### config.mk
export PLATFORM = sky130hd
export DESIGN_NAME = spi_master_fifo
export DESIGN_NICKNAME = d
export VERILOG_FILES = /design/src/rtl/spi_pkg.sv /design/src/rtl/spi_master_fifo_fifo.sv /design/src/rtl/spi_master_fifo.sv
export SDC_FILE = /design/constraint.sdc
export NUM_CORES = 1
export LEC_CHECK = 0
export BUFFER_PORTS_ARGS = -buffer_cell sky130_fd_sc_hd__buf_2
export CORE_AREA = 2 2 119 121
export DETAILED_ROUTE_END_ITERATION = 8
export DIE_AREA = 0 0 121 123
export PLACE_DENSITY = 0.66
export REMOVE_ABC_BUFFERS = 1
export SETUP_SLACK_MARGIN = 0.1
export SLEW_MARGIN = 20
export SYNTH_ARGS = -nofsm -noshare
export SYNTH_HDL_FRONTEND = slang
export SYNTH_HIERARCHICAL = 1
export SYNTH_SLANG_ARGS = --single-unit
### constraint.sdc
create_clock -name clk -period 2.67 [get_ports clk]
set_clock_uncertainty 0.05 [all_clocks]
set_input_delay 0.534 -clock clk [delete_from_list [all_inputs] [get_ports clk]]
set_output_delay 0.534 -clock clk [all_outputs]
set_load 0.05 [all_outputs]
### src/rtl/spi_pkg.sv
`default_nettype none
// ============================================================================
//  Module      : spi_pkg
//  Description : Shared register map, CON/STATUS bit positions and engine
//                state encoding for the SPI master with FIFOs.
//  Revision    : 1.0 - initial release
// ============================================================================
package spi_pkg;

    // Register offsets within the decoded 3-bit address field
    localparam logic [2:0] c_addr_con    = 3'd0;
    localparam logic [2:0] c_addr_clkdiv = 3'd1;
    localparam logic [2:0] c_addr_txdata = 3'd2;
    localparam logic [2:0] c_addr_rxdata = 3'd3;
    localparam logic [2:0] c_addr_status = 3'd4;

    // CON bit positions
    localparam int c_con_busy    = 0;
    localparam int c_con_cpol    = 1;
    localparam int c_con_cpha    = 2;
    localparam int c_con_cont    = 3;
    localparam int c_con_en      = 4;
    localparam int c_con_sel_lsb = 5;
    localparam int c_con_sel_msb = 7;

    // STATUS bit positions
    localparam int c_st_tx_empty = 0;
    localparam int c_st_tx_full  = 1;
    localparam int c_st_rx_empty = 2;
    localparam int c_st_rx_full  = 3;
    localparam int c_st_tx_ovf   = 4;
    localparam int c_st_rx_ovf   = 5;

    // Shift engine states
    typedef enum logic [1:0] {
        ST_IDLE  = 2'd0,
        ST_SETUP = 2'd1,
        ST_SHIFT = 2'd2,
        ST_GAP   = 2'd3
    } spi_state_t;

endpackage
`default_nettype wire

### src/rtl/spi_master_fifo_fifo.sv
`default_nettype none
// ============================================================================
//  Module      : spi_fifo
//  Description : Synchronous show-ahead FIFO with full/empty flags. A push
//                and a pop in the same cycle leave the occupancy unchanged.
//  Revision    : 1.0 - initial release
// ============================================================================
module spi_fifo #(
    parameter int DEPTH = 4,
    parameter int WIDTH = 8
) (
    input  logic             clk,
    input  logic             reset_n,
    input  logic             push,
    input  logic             pop,
    input  logic [WIDTH-1:0] wdata,
    output logic [WIDTH-1:0] rdata,
    output logic             full,
    output logic             empty
);

    localparam int AW = (DEPTH > 1) ? $clog2(DEPTH) : 1;

    logic [WIDTH-1:0] r_mem [DEPTH];
    logic [AW-1:0]    r_wr_ptr;
    logic [AW-1:0]    r_rd_ptr;
    logic [AW:0]      r_count;
    logic             w_push;
    logic             w_pop;

    assign full   = (r_count == (AW+1)'(DEPTH));
    assign empty  = (r_count == '0);
    assign w_push = push & ~full;
    assign w_pop  = pop & ~empty;
    assign rdata  = r_mem[r_rd_ptr];

    // Storage array; contents are don't-care until written
    always_ff @(posedge clk) begin
        if (w_push) r_mem[r_wr_ptr] <= wdata;
    end

    // Pointer and occupancy tracking
    always_ff @(posedge clk or negedge reset_n) begin
        if (!reset_n) begin
            r_wr_ptr <= '0;
            r_rd_ptr <= '0;
            r_count  <= '0;
        end else begin
            if (w_push) r_wr_ptr <= r_wr_ptr + 1'b1;
            if (w_pop)  r_rd_ptr <= r_rd_ptr + 1'b1;
            case ({w_push, w_pop})
                2'b10:   r_count <= r_count + 1'b1;
                2'b01:   r_count <= r_count - 1'b1;
                default: r_count <= r_count;
            endcase
        end
    end

endmodule
`default_nettype wire

### src/rtl/spi_master_fifo.sv
`default_nettype none
// ============================================================================
//  Module      : spi_master_fifo
//  Description : CPU-programmable SPI master with TX/RX byte FIFOs, selectable
//                CPOL/CPHA, continuous-select mode and up to 8 slave selects.
//  Revision    : 1.0 - initial release
// ============================================================================
module spi_master_fifo
    import spi_pkg::*;
#(
    parameter int SLAVES     = 1,
    parameter int FIFO_DEPTH = 4,
    parameter int ADDR_LSB   = 0
) (
    input  logic              clk,
    input  logic              reset_n,
    input  logic [7:0]        addr,
    input  logic [7:0]        din,
    output logic [7:0]        dout,
    input  logic              wr_en,
    input  logic              rd_en,
    output logic              sclk,
    output logic              mosi,
    input  logic              miso,
    output logic [SLAVES-1:0] ss_n
);

    // CPU-visible registers (CON bit 0 is the read-only busy flag)
    logic [7:1]        r_con;
    logic [7:0]        r_clkdiv;
    logic              r_tx_ovf;
    logic              r_rx_ovf;
    logic [7:0]        r_dout;

    // Engine state
    spi_state_t        r_state;
    logic [7:0]        r_cnt;
    logic [7:0]        r_div;
    logic [3:0]        r_edge;
    logic              r_cpha;
    logic [7:0]        r_tx;
    logic [7:0]        r_rx;
    logic              r_sclk;
    logic              r_mosi;
    logic [SLAVES-1:0] r_ss_n;

    // FIFO interface
    logic [7:0]        w_tx_rdata;
    logic [7:0]        w_rx_rdata;
    logic              w_tx_full, w_tx_empty, w_rx_full, w_rx_empty;
    logic              w_tx_push, w_tx_pop, w_rx_push, w_rx_pop;

    logic [2:0]        w_reg_sel;
    logic              w_cpu_rd;
    logic              w_busy;
    logic              w_can_start;
    logic              w_tick;
    logic              w_last_edge;
    logic              w_odd_edge;
    logic              w_shift_now;
    logic              w_sample_now;
    logic [7:0]        w_rx_next;
    logic [7:0]        w_rx_byte;
    logic [7:0]        w_rd_data;
    logic [SLAVES-1:0] w_ss_sel;
    logic              w_unused_addr;

    assign w_reg_sel     = addr[ADDR_LSB+2:ADDR_LSB];
    assign w_unused_addr = ^addr;
    assign w_cpu_rd      = rd_en & ~wr_en;
    assign w_busy        = (r_state != ST_IDLE);

    assign w_tx_push = wr_en & (w_reg_sel == c_addr_txdata) & ~w_tx_full;
    assign w_rx_pop  = w_cpu_rd & (w_reg_sel == c_addr_rxdata) & ~w_rx_empty;

    // Frame timing: one sclk edge per CLKDIV+1 cycles; r_edge counts edges done
    assign w_tick       = (r_cnt == r_div);
    assign w_last_edge  = (r_state == ST_SHIFT) & w_tick & (r_edge == 4'd15);
    assign w_odd_edge   = ~r_edge[0];
    assign w_shift_now  = r_cpha ? w_odd_edge : ~w_odd_edge;
    assign w_sample_now = r_cpha ? ~w_odd_edge : w_odd_edge;
    assign w_rx_next    = {r_rx[6:0], miso};
    // With cpha=1 the eighth sample lands on the final edge itself
    assign w_rx_byte    = r_cpha ? w_rx_next : r_rx;

    // A new frame starts from IDLE, or back-to-back at the end of SHIFT
    assign w_can_start = r_con[c_con_en] & ~w_tx_empty;
    assign w_tx_pop    = ((r_state == ST_IDLE) & w_can_start) |
                         (w_last_edge & r_con[c_con_cont] & w_can_start);
    assign w_rx_push   = w_last_edge & ~w_rx_full;

    // Decode the slave index into active-low selects; out-of-range selects none
    always_comb begin
        w_ss_sel = '1;
        for (int i = 0; i < SLAVES; i++) begin
            if (r_con[c_con_sel_msb:c_con_sel_lsb] == 3'(i)) w_ss_sel[i] = 1'b0;
        end
    end

    // CPU read multiplexer; unmapped addresses read as zero
    always_comb begin
        w_rd_data = 8'h00;
        case (w_reg_sel)
            c_addr_con:    w_rd_data = {r_con, w_busy};
            c_addr_clkdiv: w_rd_data = r_clkdiv;
            c_addr_rxdata: w_rd_data = w_rx_empty ? 8'h00 : w_rx_rdata;
            c_addr_status: begin
                w_rd_data[c_st_tx_empty] = w_tx_empty;
                w_rd_data[c_st_tx_full]  = w_tx_full;
                w_rd_data[c_st_rx_empty] = w_rx_empty;
                w_rd_data[c_st_rx_full]  = w_rx_full;
                w_rd_data[c_st_tx_ovf]   = r_tx_ovf;
                w_rd_data[c_st_rx_ovf]   = r_rx_ovf;
            end
            default: w_rd_data = 8'h00;
        endcase
    end

    // CPU register writes, sticky overflow flags and registered read data
    always_ff @(posedge clk or negedge reset_n) begin
        if (!reset_n) begin
            r_con    <= '0;
            r_clkdiv <= '0;
            r_tx_ovf <= 1'b0;
            r_rx_ovf <= 1'b0;
            r_dout   <= 8'h00;
        end else begin
            if (wr_en) begin
                case (w_reg_sel)
                    c_addr_con:    r_con    <= din[7:1];
                    c_addr_clkdiv: r_clkdiv <= din;
                    c_addr_txdata: if (w_tx_full) r_tx_ovf <= 1'b1;
                    c_addr_status: begin
                        if (din[c_st_tx_ovf]) r_tx_ovf <= 1'b0;
                        if (din[c_st_rx_ovf]) r_rx_ovf <= 1'b0;
                    end
                    default: ;
                endcase
            end
            // A fresh overflow wins over a simultaneous clear
            if (w_last_edge & w_rx_full) r_rx_ovf <= 1'b1;
            if (w_cpu_rd) r_dout <= w_rd_data;
        end
    end

    // Shift engine: IDLE -> SETUP -> SHIFT -> (SETUP | GAP) -> IDLE
    always_ff @(posedge clk or negedge reset_n) begin
        if (!reset_n) begin
            r_state <= ST_IDLE;
            r_cnt   <= '0;
            r_div   <= '0;
            r_edge  <= '0;
            r_cpha  <= 1'b0;
            r_tx    <= '0;
            r_rx    <= '0;
            r_sclk  <= 1'b0;
            r_mosi  <= 1'b0;
            r_ss_n  <= '1;
        end else begin
            case (r_state)
                ST_IDLE: begin
                    r_sclk <= r_con[c_con_cpol];
                    if (w_tx_pop) r_state <= ST_SETUP;
                end
                ST_SETUP: begin
                    if (w_tick) begin
                        r_cnt   <= '0;
                        r_edge  <= '0;
                        r_state <= ST_SHIFT;
                    end else begin
                        r_cnt <= r_cnt + 1'b1;
                    end
                end
                ST_SHIFT: begin
                    if (w_tick) begin
                        r_cnt  <= '0;
                        r_sclk <= ~r_sclk;
                        r_edge <= r_edge + 1'b1;
                        if (w_shift_now) begin
                            r_mosi <= r_cpha ? r_tx[7] : r_tx[6];
                            r_tx   <= {r_tx[6:0], 1'b0};
                        end
                        if (w_sample_now) r_rx <= w_rx_next;
                        if (r_edge == 4'd15) begin
                            if (w_tx_pop) begin
                                r_state <= ST_SETUP;
                            end else begin
                                r_state <= ST_GAP;
                                r_ss_n  <= '1;
                            end
                        end
                    end else begin
                        r_cnt <= r_cnt + 1'b1;
                    end
                end
                ST_GAP: begin
                    if (w_tick) begin
                        r_cnt   <= '0;
                        r_state <= ST_IDLE;
                    end else begin
                        r_cnt <= r_cnt + 1'b1;
                    end
                end
                default: r_state <= ST_IDLE;
            endcase

            // Frame start: mode, divider and slave are sampled only here
            if (w_tx_pop) begin
                r_cnt  <= '0;
                r_div  <= r_clkdiv;
                r_cpha <= r_con[c_con_cpha];
                r_tx   <= w_tx_rdata;
                r_ss_n <= w_ss_sel;
                r_sclk <= r_con[c_con_cpol];
                // cpha=0 presents the first bit before the first edge
                if (!r_con[c_con_cpha]) r_mosi <= w_tx_rdata[7];
            end
        end
    end

    assign dout = r_dout;
    assign sclk = r_sclk;
    assign mosi = r_mosi;
    assign ss_n = r_ss_n;

    spi_fifo #(.DEPTH(FIFO_DEPTH), .WIDTH(8)) u_tx_fifo (
        .clk     (clk),
        .reset_n (reset_n),
        .push    (w_tx_push),
        .pop     (w_tx_pop),
        .wdata   (din),
        .rdata   (w_tx_rdata),
        .full    (w_tx_full),
        .empty   (w_tx_empty)
    );

    spi_fifo #(.DEPTH(FIFO_DEPTH), .WIDTH(8)) u_rx_fifo (
        .clk     (clk),
        .reset_n (reset_n),
        .push    (w_rx_push),
        .pop     (w_rx_pop),
        .wdata   (w_rx_byte),
        .rdata   (w_rx_rdata),
        .full    (w_rx_full),
        .empty   (w_rx_empty)
    );

endmodule
`default_nettype wire

* Yosys cells after proc, flatten, opt, wreduce, memory -nomap -nowiden
Memory sizes are Yosys's and may differ from the RTL's.
Cells that the tools add are included.
** Storage, ports and cells
- Input bits :: 21
- Flip-flop bits (word level) :: 81
- Bits in writable memories :: 64
- Memories kept :: 2
** Cells by class
- Reduce and logical (&&, ||, !) cells :: 30
- $add $sub $neg :: 10
- Muxes and demuxes :: 50
- Bitwise gates (word level) :: 25
- Equal/unequal tests :: 23
** Memory list
- u_rx_fifo.r_mem :: depth 4, bits a word 8, read ports 1, clocked after Yosys merged registers in 0, write ports 1, RTL line spi_master_fifo_fifo.sv:24 : logic [WIDTH-1:0] r_mem [DEPTH];
- u_tx_fifo.r_mem :: depth 4, bits a word 8, read ports 1, clocked after Yosys merged registers in 0, write ports 1, RTL line spi_master_fifo_fifo.sv:24
** Operator list (count)
- $mux W8 :: 9
- $reduce_bool A2 Y1 :: 13
- $mux W1 :: 25
- $pmux W6 S4 :: 1
- $and A1 B1 Y1 :: 17
- $reduce_and A3 Y1 :: 5
- $logic_not A3 Y1 :: 4
- $mux W2 :: 6
- $pmux W3 S2 :: 2
- $eq A3 B3 Y1 const B :: 3
- $add A2 B1 Y2 const B :: 4
- $add A8 B1 Y8 const B :: 1
- $eq A2 B2 Y1 const B :: 4
- $eq A8 B8 Y1 :: 1
- $mux W4 :: 2
- $ne A2 B2 Y1 const B :: 4
- $pmux W2 S4 :: 1
- $pmux W4 S2 :: 1
- $not A1 Y1 :: 7
- $add A3 B1 Y3 const B :: 2
- $eq A2 B1 Y1 const B :: 3
- $eq A3 B2 Y1 const B :: 2
- $ne A2 B1 Y1 const B :: 3
- $pmux W2 S3 :: 1
- other kinds (13) :: 17

* Longest topological paths before layout
- Depth in word-level cells :: 10
- Depth in mapped cells :: 14
- Depth with buffers taken out :: 13

* By module
Netlist, hierarchy kept.
** Modules (own cells, without submodules)
- spi_master_fifo :: times used 1, sequential area each 1677.9 µm², cells each 314, area an instance 3522.1 µm²
- spi_fifo :: times used 2, sequential area each 1136.1 µm², cells each 79, area an instance 1592.8 µm²

* Least setup slack after synthesis
OpenSTA, ideal clock, no wires.
- Kind :: register to register
- Start :: register r_cnt[0]
- End :: register u_tx_fifo.r_count[2]
- Clock period less this slack :: 2835 ps
- Data required time :: 2541 ps
- Setup time :: 79 ps
- Stages on the path, launching flop included :: 14
- Arrival :: 2706 ps
- Slack :: -165 ps
- Cell sequence :: dfrtp_1 > xnor2_1 > nand4_2 > o31a_1 > nand2b_4 > buf_6 > inv_1 > o31a_2 > ha_1 > inv_1 > fa_1 > xor2_1 > nor2_1 > xor2_1
** Between the ends
- Cells in the longest elaborated chain, start to end :: 9
** RTL lines
- start: declaration :: RTL line spi_master_fifo.sv:37 : logic [7:0] r_cnt;
- start signal: assignment :: RTL line spi_master_fifo.sv:171 : r_cnt <= r_cnt + 1'b1;
- start signal: assignment :: RTL line spi_master_fifo.sv:193 : r_cnt <= r_cnt + 1'b1;
- start signal: assignment :: RTL line spi_master_fifo.sv:201 : r_cnt <= r_cnt + 1'b1;
- $eq A8 B8 Y1 * :: RTL line spi_master_fifo.sv:77 : assign w_tick = (r_cnt == r_div);
- $and A1 B1 Y1 * (2 in a row) :: RTL line spi_master_fifo.sv:78 : assign w_last_edge = (r_state == ST_SHIFT) & w_tick & (r_edge == 4'd15);
- $and A1 B1 Y1 * (2 in a row) :: RTL line spi_master_fifo.sv:89 : (w_last_edge & r_con[c_con_cont] & w_can_start);
- $or A1 B1 Y1 * :: RTL line spi_master_fifo.sv:88 : assign w_tx_pop = ((r_state == ST_IDLE) & w_can_start) |
- via w_tx_pop :: RTL line spi_master_fifo.sv:51 : logic w_tx_push, w_tx_pop, w_rx_push, w_rx_pop;
- $and A1 B1 Y1 * :: RTL line spi_master_fifo_fifo.sv:34 : assign w_pop = pop & ~empty;
- via u_tx_fifo.w_pop :: RTL line spi_master_fifo_fifo.sv:29 : logic w_pop;
- $eq A2 B1 Y1 / $eq A2 B2 Y1 (equally long branches) :: RTL line spi_master_fifo_fifo.sv:51 : case ({w_push, w_pop})
- $pmux W3 S2 / $reduce_bool A2 Y1 (equally long branches)
- end signal: assignment :: RTL line spi_master_fifo_fifo.sv:52 : 2'b10: r_count <= r_count + 1'b1;
- end signal: assignment :: RTL line spi_master_fifo_fifo.sv:53 : 2'b01: r_count <= r_count - 1'b1;
- end signal: assignment :: RTL line spi_master_fifo_fifo.sv:54 : default: r_count <= r_count;
- end: declaration :: RTL line spi_master_fifo_fifo.sv:27 : logic [AW:0] r_count;
The timed path passes the listed nets; every way through them passes the cells marked *.
A chain may end at the register's enable or synchronous reset.

* Worst setup path in the final report
- Start :: register r_div[2]
- End :: register u_tx_fifo.r_count[2]
** Between the ends
- Cells in the longest elaborated chain, start to end :: 9
** RTL lines
- start: declaration :: RTL line spi_master_fifo.sv:38 : logic [7:0] r_div;
- start signal: assignment :: RTL line spi_master_fifo.sv:210 : r_div <= r_clkdiv;
- $eq A8 B8 Y1 * :: RTL line spi_master_fifo.sv:77
- $and A1 B1 Y1 * (2 in a row) :: RTL line spi_master_fifo.sv:78
- $and A1 B1 Y1 * (2 in a row) :: RTL line spi_master_fifo.sv:89
- $or A1 B1 Y1 * :: RTL line spi_master_fifo.sv:88
- via w_tx_pop :: RTL line spi_master_fifo.sv:51
- $and A1 B1 Y1 * :: RTL line spi_master_fifo_fifo.sv:34
- via u_tx_fifo.w_pop :: RTL line spi_master_fifo_fifo.sv:29
- $eq A2 B1 Y1 / $eq A2 B2 Y1 (equally long branches) :: RTL line spi_master_fifo_fifo.sv:51
- $pmux W3 S2 / $reduce_bool A2 Y1 (equally long branches)
Marked as above.

==> out/summary.txt <==
Vias in the first global route: 4175
Synth cell count leaders: 80 x dfrtp_1, 64 x edfxtp_1, 42 x mux2_2
ANT nets after route: 0
Total GRT Usage: 19.21%
N_diodes: 0
Max stage delay on crit path: 400 ps
Worst Hold Class: input pin to register
Final WL: 13.18 mm
CTS tree: yes
Drt via density: 5.490
Syn_area_per_cell: 14.21 um^2
Critical Path End: u_tx_fifo/r_count[2]
Final WS setup: 158.0 ps
Worst setup EP type: register
Htree depth: 4
Synth Warn #: 6
Final Max Slew Viols: 0
DR DRC count: 0
Status: completed
Min Tclk post-route: 2512 ps
Final cell count without fillers: 731
#FFs+latches synth: 145
Largest area contributor in the netlist: dfrtp_1
Initial antenna violation count: 0
Launch point of the worst reg-to-reg path: r_div[2]
Area Growth Syn to Fin: 19.19%
CP bufs+invs: 2
Final setup TNS: 0 ps
Required time of the critical path: 2960 ps
I/O pin count: 32
Final Hold Vio Count: 0
Least-Margin Pin Slew: 584.7 ps
Vias: 4013
CP startpoint kind: register
R2r setup slk: 160 ps
Final HPWL DP: 9.317 mm
Leakage dissipation: 3.225 nW
CTS Buf Count: 17
Worst path depth: 12
Slowest cell on crit path: dfrtp_1
First-pass GRT wire length: 21.38 mm
Clk slew on worst S/H paths: 60 ps
Starting density of the core: 49.28%
Post-synth EDFFs: 64
Final setup vio count: 0
Slew HR: 61.02%
Power Dens Cells: 1023 mW/mm^2
Total grt overflow: 0
CTS sink count: 145
DRT iter0 DRCs: 286
Final #Nets: 574
Seq/Total Area, Yosys: 58.89%
Wire per inst: 18.03 um
Row count: 43
Worst skew pair latency: 410 ps
Die Width: 121 um
R2R depth: 12
Total power: 0.008182 W
RePlAce Congestion: 0.7909
RSZ-0062 raised after global routing: true
Top-area cell type share of the netlist area: 29.85%
IO Port Bufs: 26
# Max-Cap Violations: 0
Share of cells above drive strength 1: 35.03%
Synthesized area: 0.006708 mm^2
CP Launch Point: r_div[2]
Netlist cell types: 57
Cell total after placement: 688
Largest net degree at the start of global routing: 61
DIE AREA: 0.01488 mm^2
Fin crit share: 94.08%
Top post-synthesis cells by area: dfrtp_1 30%, edfxtp_1 29%, mux2_2 7.1%
Die Ht: 123 um
Critical setup path kind: register to register
Clk buf depth: 2
Pre-CTS setup slack: -7.356 ps
Async S/R FF share, synth: 55.86%
CP delay by family, top: XOR/XNOR gates
Cell Chain, Critical Path: xnor2_1 > nand4_1 > o31a_1 > nand2b_4 > inv_2 > o31a_4 > ha_4 > inv_2 > fa_2 > xor2_1 > nor2_1 > xor2_1
Synth Flop Type: dfrtp_1
FF-to-FF End: u_tx_fifo/r_count[2]
Crit-path max FO: 2
Syn Inst Count: 472
Peak supply drop: 0.5609 mV
Clock root buffer: clkbuf_16
Crit path arrival time: 2800 ps
Pre-antenna DRT Iters: 4
Most frequent cell after synthesis: dfrtp_1
F_max: 398.1 MHz
Core area: 0.01361 mm^2
timing repair:
item | CTS | global route
gates resized for setup | 10 | 9
hold buffers | 1 | 0
setup endpoints to repair | 2 | 3
buffers inserted | 5 | 6
cloned | 0 | 0
pin swaps | 5 | 6
hold endpoints to repair | 21 | 0
registers in the layout, indices dropped and copies added (netlist names), 7 cells and up:
name and flops:
dout 8, r_clkdiv 8, r_cnt 8, r_con 7
r_div 8, r_rx 8, r_tx 8, u_rx_fifo/r_mem 32
u_tx_fifo/r_mem 32
logic make-up after synthesis:
family,count (synthesis),share of synthesized area [%]
buffers and inverters,35,2.276
xor gates and xnor gates,26,3.395
AOI/OAI and AO/OA,67,7.200
adders and majority gates,14,2.835
muxes,79,15.93
and+or+nand+nor,106,9.476
DFF,145,58.89
where the power goes:
part           switching, W  total [W]  internal (W)
logic               0.00117    0.00244       0.00127
clock network      0.000844    0.00239       0.00155
registers          0.000553    0.00335       0.00280
per-layer routing:
metal	track usage, %	vias up	share of wire (%)
li1	-	1892	-
met3	3.506	18	2.3
met1	23.94	2043	44
met5	0	-	0
met4	7.922	0	1.9
met2	33.22	60	52
placed cells by master (no fill, tap or decap), types with 3 or more instances in the layout:
cell type / n
a21oi_1: 15
clkbuf_16: 17
xnor2_1: 9
dfrtp_1: 78
edfxtp_1: 64
mux2_4: 5
a22o_1: 8
and2_2: 8
nor2_1: 17
and2_1: 3
o2bb2ai_1: 4
xnor2_2: 6
o21ai_0: 9
nor3_1: 11
inv_1: 13
o22ai_1: 3
o31a_1: 3
clkinv_2: 3
nand2b_1: 8
o32ai_1: 3
buf_4: 40
nand4_1: 5
mux4_2: 16
ha_1: 10
bufinv_16: 4
nand2_1: 24
mux2i_1: 16
nor2b_1: 11
o31ai_1: 3
xor2_1: 11
buf_2: 25
mux2_2: 42
a22oi_1: 3
worst min-delay path by stage:
stage,startpoint,endpoint,depth (start not counted),slack [ps]
floorplan,reset_n,dout[0],0,190
global placement,reset_n,r_tx[1],1,400
detailed placement,reset_n,r_tx[0],1,400
CTS,miso,r_rx[0],2,300
global route,din[0],u_tx_fifo/r_mem[3][0],1,320
finish,miso,r_rx[0],2,320
through the flow:
stage | hold WS, ps | cell area (um^2) | utilization, %
2_1_floorplan | 188.4 | 6611 | -
3_3_place_gp | 395.3 | 7207 | 52.95
4_1_cts | 301.2 | 7909 | 58.10
6_report | 318.6 | 7995 | 58.74
3_5_place_dp | 397.6 | 7207 | 52.95
5_1_grt | 316.4 | 7995 | 58.74
layout make-up:
type | instances | area (um^2)
Fill cell | 1062 | 5617
Sequential cell | 145 | 3953
Multi-Input combinational cell | 292 | 2695
Timing Repair Buffer | 68 | 466.7
Clock buffer | 19 | 432.9
Tap cell | 180 | 225.2
Clock inverter | 12 | 166.4
Inverter | 15 | 56.30
worst register-to-register path, delay by kind of cell (launching register included):
family                     cells  cell delay (ps)
xor gates and xnor gates       3              490
AOI/OAI and AO/OA              2              490
adders and majority gates      2              460
and+or+nand+nor                3              440
DFF                            1              400
buffers and inverters          2              110
Note: power is estimated with default switching activity, not from simulation.
